[config.mk]
export PLATFORM = sky130hd
export DESIGN_NAME = cbus_rr_arbiter
export DESIGN_NICKNAME = d
export VERILOG_FILES = /design/src/rtl/common.sv /design/src/rtl/rr_select.sv /design/src/rtl/cbus_rr_arbiter.sv
export SDC_FILE = /design/constraint.sdc
export NUM_CORES = 1
export LEC_CHECK = 0
export BUFFER_PORTS_ARGS = -buffer_cell sky130_fd_sc_hd__buf_2
export CORE_AREA = 10 10 197 199
export DETAILED_ROUTE_END_ITERATION = 8
export DIE_AREA = 0 0 207 209
export GPL_TIMING_DRIVEN = 0
export SETUP_SLACK_MARGIN = 0.05
export SYNTH_ARGS = -nofsm -noshare
export SYNTH_HDL_FRONTEND = slang
export SYNTH_SLANG_ARGS = --single-unit
[constraint.sdc]
create_clock -name clk -period 3 [get_ports clk]
set_clock_uncertainty 0.05 [all_clocks]
set_input_delay 0.15 -clock clk [delete_from_list [all_inputs] [get_ports clk]]
set_output_delay 0.15 -clock clk [all_outputs]
set_load 0.005 [all_outputs]
[src/rtl/common.sv]
// rtl/common.sv - CBus request/response types shared by front-ends and the memory side
package common;

  localparam int CBUS_ADDR_W = 32;
  localparam int CBUS_DATA_W = 32;
  localparam int CBUS_LEN_W  = 4;

  typedef struct packed {
    logic                   valid;
    logic                   is_write;
    logic [CBUS_ADDR_W-1:0] addr;
    logic [CBUS_LEN_W-1:0]  len;
    logic [CBUS_DATA_W-1:0] wdata;
  } cbus_req_t;

  typedef struct packed {
    logic                   ready;
    logic                   last;
    logic [CBUS_DATA_W-1:0] rdata;
  } cbus_resp_t;

endpackage

[src/rtl/rr_select.sv]
// rtl/rr_select.sv - round-robin pick: first set bit of valid at or after ptr, with wrap-around
module rr_select #(
  parameter  int N  = 4,
  localparam int IW = (N > 1) ? $clog2(N) : 1
) (
  input  logic [N-1:0]  valid,
  input  logic [IW-1:0] ptr,
  output logic          found,
  output logic [IW-1:0] index
);

  logic [N-1:0] rot;
  int           sel;

  // Rotate so ptr lands at bit 0, pick the lowest set bit, then rotate the answer back.
  always_comb begin
    rot   = '0;
    sel   = 0;
    found = 1'b0;
    for (int j = 0; j < N; j++) begin
      if (j + int'(ptr) >= N) rot[j] = valid[j + int'(ptr) - N];
      else                    rot[j] = valid[j + int'(ptr)];
    end
    for (int j = N - 1; j >= 0; j--) begin
      if (rot[j]) begin
        found = 1'b1;
        sel   = j;
      end
    end
    if (sel + int'(ptr) >= N) index = IW'(sel + int'(ptr) - N);
    else                      index = IW'(sel + int'(ptr));
  end

endmodule

[src/rtl/cbus_rr_arbiter.sv]
// rtl/cbus_rr_arbiter.sv - burst-holding round-robin arbiter for one CBus master port, with stall watchdog
module cbus_rr_arbiter
  import common::*;
#(
  parameter  int NUM_INPUTS = 4,
  parameter  int TIMEOUT    = 0,
  localparam int IDX_W      = (NUM_INPUTS > 1) ? $clog2(NUM_INPUTS) : 1
) (
  input  logic                         clk,
  input  logic                         resetn,
  input  cbus_req_t  [NUM_INPUTS-1:0]  ireqs,
  output cbus_resp_t [NUM_INPUTS-1:0]  iresps,
  output cbus_req_t                    oreq,
  input  cbus_resp_t                   oresp,
  output logic                         busy,
  output logic       [IDX_W-1:0]       grant,
  output logic                         timeout_err
);

  typedef enum logic {S_IDLE, S_BUSY} state_t;

  localparam int WD_W    = (TIMEOUT > 0) ? $clog2(TIMEOUT + 1) : 1;
  localparam int WD_LAST = (TIMEOUT > 0) ? TIMEOUT - 1 : 0;

  state_t                  state, next_state;
  logic [IDX_W-1:0]        ptr, ptr_inc, sel_index;
  logic                    sel_found;
  logic [NUM_INPUTS-1:0]   req_valid;
  logic [WD_W-1:0]         wd_cnt;
  logic                    wd_fire;

  always_comb begin
    req_valid = '0;
    for (int i = 0; i < NUM_INPUTS; i++) req_valid[i] = ireqs[i].valid;
  end

  rr_select #(.N(NUM_INPUTS)) u_select (
    .valid (req_valid),
    .ptr   (ptr),
    .found (sel_found),
    .index (sel_index)
  );

  assign ptr_inc = (sel_index == IDX_W'(NUM_INPUTS - 1)) ? '0 : sel_index + IDX_W'(1);

  // A ready in the threshold cycle keeps the burst alive.
  assign wd_fire = (TIMEOUT > 0) && (state == S_BUSY) && !oresp.ready &&
                   (wd_cnt == WD_W'(WD_LAST));

  always_ff @(posedge clk or negedge resetn) begin
    if (!resetn) state <= S_IDLE;
    else         state <= next_state;
  end

  always_comb begin
    next_state = state;
    case (state)
      S_IDLE: if (sel_found) next_state = S_BUSY;
      S_BUSY: if (oresp.last || wd_fire) next_state = S_IDLE;
      default: next_state = S_IDLE;
    endcase
  end

  always_ff @(posedge clk or negedge resetn) begin
    if (!resetn) begin
      ptr         <= '0;
      grant       <= '0;
      wd_cnt      <= '0;
      timeout_err <= 1'b0;
    end else begin
      if (state == S_IDLE && sel_found) begin
        grant  <= sel_index;
        ptr    <= ptr_inc;
        wd_cnt <= '0;
      end else if (state == S_BUSY) begin
        if (oresp.ready || TIMEOUT == 0) wd_cnt <= '0;
        else                             wd_cnt <= wd_cnt + WD_W'(1);
      end
      if (wd_fire) timeout_err <= 1'b1;
    end
  end

  always_comb begin
    oreq   = '0;
    iresps = '0;
    busy   = 1'b0;
    if (state == S_BUSY) begin
      busy          = 1'b1;
      oreq          = ireqs[grant];
      iresps[grant] = oresp;
    end
  end

endmodule
### Word-level counts from Yosys, hierarchy flattened

Index checks and enable logic that the tools add are counted.

| storage, ports and cells | value |
|---|---|
| bits in registers | 5 |
| RAM bits | 0 |
| memories kept | 0 |
| bits in read-only memories | 0 |
| latch bits | 0 |
| input port bits | 316 |
| word-level logic and storage cells | 80 |

| operators by class | value |
|---|---|
| add/sub/neg operators | 10 |
| reduce and logical (&&, ||, !) cells | 2 |
| magnitude comparators | 15 |
| divide/modulo/power cells | 0 |
| equality and inequality tests | 1 |
| multiply operators | 0 |
| shift operators | 0 |
| bitwise logic cells | 2 |
| mux-type cells | 47 |

Operator list:

| cell | number |
|---|---|
| $lt 32x4->1 const B | 7 |
| $bmux 70 s2 | 1 |
| $mux 70 | 2 |
| $and 136x136->136 | 1 |
| $mux 136 | 1 |
| $ge 32x4->1 const B | 3 |
| $sub 32x4->32 const B | 3 |
| $demux 34 s2 | 1 |
| $mux 34 | 1 |
| $mux 1 | 26 |
| $bmux 1 s2 | 8 |
| $mux 2 | 6 |
| $add 2x2->3 const A | 2 |
| $lt 2x3->1 const B | 2 |
| $sub 2x3->4 const B | 1 |
| $add 1x2->3 const A | 1 |
| $add 2x2->3 | 1 |
| $ge 2x3->1 const B | 1 |
| $ge 3x3->1 const B | 1 |
| $add 2x1->2 const B | 1 |
| $eq 2x2->1 const B | 1 |
| $ge 2x1->1 const B | 1 |
| $logic_and 1x1->1 | 2 |
| $pmux 1 s2 | 1 |
| other kinds (2) | 2 |

### Depth between registers and ports, before layout

Gate-level depths: netlist (run 1).

| logic depth | value |
|---|---|
| depth in word-level cells | 15 |
| depth in mapped cells | 10 |
| depth with buffers taken out | 9 |

### Cells and area by module

A second synthesis (run 1) with hierarchy kept.

| unflattened totals | value |
|---|---|
| cells, all modules | 477 |
| area, all modules | 3,193.1 um^2 |

By module, submodules not included:

| module | cells each | sequential area each (um^2) | instances | area an instance (um^2) |
|---|---|---|---|---|
| cbus_rr_arbiter | 452 | 125.1 | 1 | 3,026.7 |
| rr_select | 25 | 0.0 | 1 | 166.4 |

### Worst setup path before layout (run 1)

OpenSTA, ideal clock, no wires.

| path | value |
|---|---|
| path type | register -> register |
| start | register ptr[0] |
| end | register ptr[1] |
| slack | 0.824 ns |
| data arrival time | 2.003 ns |
| setup time | 0.123 ns |
| data required time | 2.827 ns |
| cell stages (with the launch flop) | 11 |
| period minus slack after synthesis | 2.176 ns |
| cells stage by stage | dfrtp_1 > buf_6 > nor2b_1 > a221o_1 > nand2_1 > o221ai_1 > ha_1 > xor2_1 > a211oi_1 > o21ai_2 > xnor2_1 |

| between the ends | value |
|---|---|
| longest elaborated chain between the ends | 15 |
| elaborated cells between the ends (all ways) | 54 |

Ends and longest elaborated chain:

| item | RTL line | RTL |
|---|---|---|
| from (decl) | cbus_rr_arbiter.sv:26 | `logic [IDX_W-1:0] ptr, ptr_inc, sel_index;` |
| from (signal assigned) | cbus_rr_arbiter.sv:73 | `ptr <= ptr_inc;` |
| $add 2x2->3 | rr_select.sv:21, rr_select.sv:22 |  |
| $sub 32x4->32 | rr_select.sv:21 | `if (j + int'(ptr) >= N) rot[j] = valid[j + int'(ptr) - N];` |
| $bmux 1 s2 | rr_select.sv:21 |  |
| $mux 1 (not written as such) (2 in series) | rr_select.sv:21 |  |
| $mux 1 | rr_select.sv:21 |  |
| $mux 2 (4 in series) | rr_select.sv:25 | `if (rot[j]) begin` |
| $add 2x2->3 * | rr_select.sv:30 | `if (sel + int'(ptr) >= N) index = IW'(sel + int'(ptr) - N);` |
| $ge 3x3->1 / $sub 2x1->2 (equally long branches) | rr_select.sv:30 |  |
| $mux 2 * | rr_select.sv:30 |  |
| named net sel_index[0] | cbus_rr_arbiter.sv:26 |  |
| $add 2x1->2 / $eq 2x2->1 (equally long branches) | cbus_rr_arbiter.sv:44 | `assign ptr_inc = (sel_index == IDX_W'(NUM_INPUTS - 1)) ? '0 : sel_index + IDX_W'(1);` |
| $mux 2 * | cbus_rr_arbiter.sv:44 |  |

The timed path passes the listed nets; every way through them passes the cells marked *. The select of a mux whose other input is x is not followed.
A chain may end at the register's enable or synchronous reset.

==> impl_results.md, run 1 <==
* Starting Density at 9.60%
* Core area at 0.0351 sq mm
* Largest net degree at the start of global routing at 11
* WP data arrival at 2440 ps
* Post-synthesis sequential area ratio at 3.72%
* Wire length on met3 at 2670 um
* Total grt overflow at 0
* Gr usage total at 12.6%
* Post-synth design cell area at 0.00336 sq mm
* Unrepaired setup endpoints after global routing: false
* Clk Latency, worst-skew pair at 220 ps
* Clock sinks at 5
* Met2 WL post-DR at 14900 um
* CP peak stage delay at 510 ps
* CP max FO at 10
* Worst-path cell chain: clkbuf_1, clkbuf_2, clkbuf_1, and2_1, buf_2
* Worst path most repeated cell: clkbuf_1
* Outcome: complete, no violations
* Syn Area/Cell at 8.24 sq um
* CP Capture Type: output port
* Share of layout cells above drive strength 1 at 67.5%
* CTS tree: done
* VDD IR-drop max at 0.000345 V
* Avg WL per Cell at 21.2 um
* Clock Pin Slew Worst Setup and Hold Paths at 30 ps
* ANT nets after route at 0
* DR DRC count at 0
* Worst Path Required at 2800 ps
* Leakage at 3.59 nW
* First-pass GRT wire length at 41800 um
* Crit Path Category: flip-flop to output port
* Power per cell area at 683 mW/mm^2
* Utilization after layout at 19.0%
* Initial antenna violation count at 7
* Fmax at 0.378 GHz
* Nets at 1253
* YS warnings at 0
* Pre-Repair DR Iteration Count at 4
* Synth Register Bits at 5
* Worst slack, placed at -57.8 ps
* Post-detail-place hpwl at 26700 um
* Top Metal Used: met5
* Number of global-route vias before repair at 6176
* Final critical-path required period at 2640 ps
* Fin. max-slew vios at 0
* M1 wire length at 11600 um
* Slew @ Worst Pin at 634 ps
* Initial DRC Count at 290
* Via count at 5464
* Area Growth Syn to Fin at 97.8%
* Drt total wl at 29600 um
* CTS Root Cell: clkbuf_16
* Part of the cycle the worst path needs at 88.1%
* Crit path setup slack, layout at 356 ps
* Routed vias/inst at 3.91
* Slowest CP cell: clkbuf_2
* Port buffer count at 522
* Final hold viol count at 0
* Unique masters post-synth at 33
* Gate Count Post-Synth at 408
* # setup viols final at 0
* Height of the die at 209 um
* Num CTS Buffers at 3
* Synth Net Count at 725
* IO Pins at 526
* Maximum capacitance violations at 0
* Max clock buf depth at 2
* Setup crit start kind: flip-flop
* Die width at 207 um
* Std cell rows at 69
* RePlAce Congestion at 0.918
* H-tree depth at 1
* Worst Hold Class: primary input to async pin
* Die area at 0.0433 sq mm
* Slew HR at 57.7%
## cell type report
class,count,area (sq um)
Sequential cell,5,125
Clock buffer,4,78.8
Multi-Input combinational cell,355,2980
Timing Repair Buffer,523,2620
Buffer,48,265
Antenna cell,3,7.51
Fill cell,4006,28400
Tap cell,461,577
## stage by stage
step / total power, mW / cells / TNS (ps) / instance area (sq um) / hold WS, ps
after floorplan: 2.62 / 408 / 0 / 3360 / -196
after global placement: 4.39 / 1391 / -213 / 6550 / -73.7
after detailed placement: 4.42 / 1391 / -123 / 6550 / -68.9
after CTS: 4.66 / 1396 / 0 / 6640 / 254
after global routing: 4.95 / 1398 / 0 / 6650 / 268
final: 4.54 / 1399 / 0 / 6650 / 253
## logic make-up (layout without fill, tap and decap cells)
family | Yosys count | count (layout) | share of synthesized area [%]
flops | 5 | 5 | 3.72
mux | 72 | 72 | 47.7
fa+ha+maj | 1 | 1 | 0.372
xor+xnor | 4 | 4 | 1.04
compound gates | 16 | 16 | 3.98
buf+inv | 48 | 575 | 7.81
other cells | 1 | 4 | 0.112
simple gates | 261 | 261 | 35.3
## power breakdown
| group | switching, mW | leakage, nW | internal [mW] |
|---|---|---|---|
| Combinational | 2.14 | 3.50 | 2.06 |
| Clock | 0.0414 | 0.0382 | 0.176 |
| Sequential | 0.0272 | 0.0562 | 0.0976 |
## path summary, 6_finish.rpt
kind	startpoint	to	slack, ps	depth (start not counted)
hold reg to reg	ptr[1]	ptr[1]	560	2
min in group clk	oresp[32]	state	270	3
setup reg to reg	ptr[0]	ptr[1]	630	10
max in group asynchronous	resetn	grant[0]	2510	2
hold / removal	resetn	state	250	2
setup / recovery	state	oreq[32]	360	5
## sequential cells by signal (all words and copies together) (netlist names)
register / flops
grant: 2
state: 1
ptr: 2
## layer usage
layer  up-vias  GRT usage (%)
li1       2492              -
met4         2           2.11
met5         -              0
met1      2585           14.1
met2       366           22.9
met3        19           4.35
## cells in the mapped netlist
cell	n	share of area, %
a211oi_1	1	0.22
a211oi_2	1	0.37
a21oi_1	3	0.45
a21oi_2	1	0.26
a221o_1	1	0.30
a221oi_2	1	0.45
a22oi_1	1	0.22
and2_1	70	13
buf_2	15	2.2
buf_4	3	0.67
buf_6	7	2.3
clkbuf_1	23	2.6
conb_1	1	0.11
dfrtp_1	5	3.7
ha_1	1	0.37
mux2_2	1	0.33
mux2_4	1	0.45
mux4_2	70	47
nand2_1	39	4.4
nand2b_1	4	0.74
nor2_1	142	16
nor2b_1	2	0.37
nor3b_1	1	0.22
nor3b_2	1	0.37
o21a_1	1	0.22
o21ai_0	1	0.15
o21ai_2	1	0.26
o21bai_1	1	0.22
o221a_1	1	0.33
o221ai_1	2	0.52
or2_2	2	0.37
xnor2_1	2	0.52
xor2_1	2	0.52
## what timing repair did
action,in CTS,in global routing
hold buffers,1,0
gates resized for setup,2,0
setup endpoints to repair,21,0
buffers inserted,0,0
endpoints found under the hold margin,5,0
## critical path, delay by kind of cell (launching register included)
family | cells | cell delay, ps
buf+inv | 4 | 1640
flops | 1 | 340
simple gates | 1 | 220
## cells in the final DEF (no fill, tap or decap), drive strengths merged
cell type | synthesis | layout
o21ai | 2 | 2
xnor2 | 2 | 2
o21bai | 1 | 1
diode | 0 | 3
or2 | 2 | 2
xor2 | 2 | 2
a221o | 1 | 1
dlygate4sd3 | 0 | 1
dfrtp | 5 | 5
buf | 25 | 547
a22oi | 1 | 1
clkbuf | 23 | 27
a211oi | 2 | 2
nor3b | 2 | 2
nand2b | 4 | 4
mux2 | 2 | 2
ha | 1 | 1
o221ai | 2 | 2
mux4 | 70 | 70
and2 | 70 | 70
o21a | 1 | 1
o221a | 1 | 1
conb | 1 | 1
a221oi | 1 | 1
nor2b | 2 | 2
a21oi | 4 | 4
nand2 | 39 | 39
nor2 | 142 | 142
Note: power is estimated with default switching activity, not from simulation.
==> inputs of run 2 (changes only) <==
--- a/config.mk
+++ b/config.mk
@@ -10,6 +10,7 @@
 export DETAILED_ROUTE_END_ITERATION = 8
 export DIE_AREA = 0 0 207 209
 export GPL_TIMING_DRIVEN = 0
+export PLACE_DENSITY = 0.4
 export SETUP_SLACK_MARGIN = 0.05
 export SYNTH_ARGS = -nofsm -noshare
 export SYNTH_HDL_FRONTEND = slang
==> run 2 against run 1 <==
Net effect:
- critical endpoint is now iresps[125]
- highest routed layer is now met4
- die area did not move
- critical path depth rose by 1
- first-iteration DRC count fell by 2.4%
==> impl_results.md, run 2 (synthesis gave the netlist of run 1 again) <==
* Register area at 125 sq um (unchanged)
* # setup viols final at 0 (unchanged)
* Multi-input logic area at 0.00298 sq mm (unchanged)
* Max clock buf depth at 2 (unchanged)
* Share of layout cells above drive strength 1 at 67.5% (unchanged)
* H-tree depth at 1 (unchanged)
* Maximum capacitance violations at 0 (unchanged)
* Drt total wl at 30000 um (was 29600 um)
* Area Growth Syn to Fin at 97.8% (unchanged)
* Final critical-path required period at 2560 ps (was 2640 ps)
* ANT nets after route at 0 (unchanged)
* Die area at 0.0433 sq mm (unchanged)
* Final non-filler cell total at 1398 (was 1399)
* Worst r2r path cells at 10 (unchanged)
* Crit Path Category: flip-flop to output port (unchanged)
* CTS Root Cell: clkbuf_16 (unchanged)
* Initial antenna violation count at 4 (was 7)
* Layout fillers at 4080 (was 4006)
* Avg WL per Cell at 21.4 um (was 21.2 um)
* Starting Density at 9.60% (unchanged)
* Biggest regs: grant: 2 flops, ptr: 2 flops, state: 1 flops (unchanged)
* CTS tree: done (unchanged)
* Worst Hold Class: primary input to async pin (unchanged)
* Placement Cell Area at 0.00655 sq mm (unchanged)
* Die width at 207 um (unchanged)
* Reg2reg setup slack at 670 ps (was 630 ps)
* Clock Pin Slew Worst Setup and Hold Paths at 30 ps (about the same)
* Power per cell area at 691 mW/mm^2 (was 683 mW/mm^2)
* Non-Filler Cell Area, Final at 0.00665 sq mm (unchanged)
* Core area at 0.0351 sq mm (unchanged)
* VDD IR-drop max at 0.000325 V (was 0.000345 V)
* Worst slack, placed at -202 ps (was -57.8 ps)
* Most frequent cells in the layout: buf_2, nor2_1, mux4_2, and2_1, nand2_1 (unchanged)
* Routed vias/inst at 3.86 (was 3.91)
* Pre-Repair DR Iteration Count at 5 (was 4)
* Std cell rows at 69 (unchanged)
* Post-detail-place hpwl at 26600 um (was 26700 um)
* Total setup buffers inserted after CTS at 0 (unchanged)
* Part of the cycle the worst path needs at 85.2% (was 88.1%)
* Number of global-route vias before repair at 5861 (was 6176)
* RR Startpoint: ptr[0] (unchanged)
* Final hold viol count at 0 (unchanged)
* Fin. max-slew vios at 0 (unchanged)
* Setup crit start kind: flip-flop (unchanged)
* Slew @ Worst Pin at 532 ps (was 634 ps)
* Reg2reg end: ptr[1] (unchanged)
* Clock sinks at 5 (unchanged)
* Height of the die at 209 um (unchanged)
* Num CTS Buffers at 3 (unchanged)
* Via count at 5399 (was 5464)
* Crit path setup slack, layout at 444 ps (was 356 ps)
* RePlAce Congestion at 0.902 (was 0.918)
* CP Capture Type: output port (unchanged)
* DR DRC count at 0 (unchanged)
* Total grt overflow at 0 (unchanged)
* Outcome: complete, no violations (unchanged)
* Gr usage total at 12.7% (was 12.6%)
* Clk Latency, worst-skew pair at 230 ps (was 220 ps)
* Largest net degree at the start of global routing at 11 (unchanged)
* Nets at 1253 (unchanged)
* IO Pins at 526 (unchanged)
* Port buffer count at 522 (unchanged)
* Unrepaired setup endpoints after global routing: false (unchanged)
* First-pass GRT wire length at 42100 um (was 41800 um)
* Slew HR at 64.6% (was 57.7%)
* Placed cell count at 1391 (unchanged)
* Tot Pwr at 4.59 mW (was 4.54 mW)
* CP max FO at 11 (was 10)
* Worst hold slack at 247 ps (was 253 ps)
* Leakage at 3.59 nW (about the same)
* Most common cell after layout, fill and taps aside: buf_2 (unchanged)
* Crit path launch: grant[1] (was state)
* Worst Path Required at 2800 ps (about the same)
* WP data arrival at 2360 ps (was 2440 ps)
* Initial DRC Count at 283 (was 290)
* Fmax at 0.391 GHz (was 0.378 GHz)
* Critical Path Sink: iresps[125] (was oreq[32])
[run 2: worst min path at each step]
stage / startpoint / endpoint / slack (ps)
floorplan: resetn / grant[0] / -200
global placement: resetn / grant[1] / -70
detailed placement: resetn / state / -60
CTS: resetn / ptr[1] / 250
global route: resetn / ptr[1] / 260
finish: resetn / ptr[1] / 250
[run 2: metrics by stage]
step / utilization, % / setup TNS [ps]
2_1_floorplan: - / 0
3_3_place_gp: 18.7 / -1320
3_5_place_dp: 18.7 / -1230
4_1_cts: 19.0 / 0
5_1_grt: 19.0 / 0
6_report: 19.0 / 0
[run 2: layer usage]
| layer | vias to the layer above | global-route usage (%) | routed length, um |
|---|---|---|---|
| li1 | 2488 | - | - |
| met3 | 10 | 3.12 | 2310 |
| met4 | 0 | 1.23 | 235 |
| met1 | 2562 | 15.6 | 12200 |
| met5 | - | 0 | 0 |
| met2 | 339 | 22.7 | 15200 |
[run 2: final cells by class]
cell class | count | area share (%)
Multi-Input combinational cell | 355 | 44.7
Buffer | 48 | 4.03
Sequential cell | 5 | 1.88
Antenna cell | 2 | 0.0752
Clock buffer | 4 | 1.19
Timing Repair Buffer | 523 | 39.4
Tap cell | 461 | 8.67
[run 2: timing repair]
item / in CTS / in global routing
resized for setup: 3 / 0
hold endpoints to repair: 5 / 0
setup endpoints to repair: 11 / 0
hold buffers: 1 / 0
[run 2: critical path, stage by stage, from the launching register on]
cell and delay, ps:
dfrtp_1 380, buf_2 380, buf_4 360, nand2_1 270, clkbuf_1 310, nor2_1 250
buf_2 160
[run 2: report_power, final]
group	switching [mW]	internal, mW	leakage [nW]
Clock	0.0439	0.176	0.0382
Combinational	2.19	2.06	3.50
Sequential	0.0240	0.0977	0.0562
Total	2.26	2.34	3.59
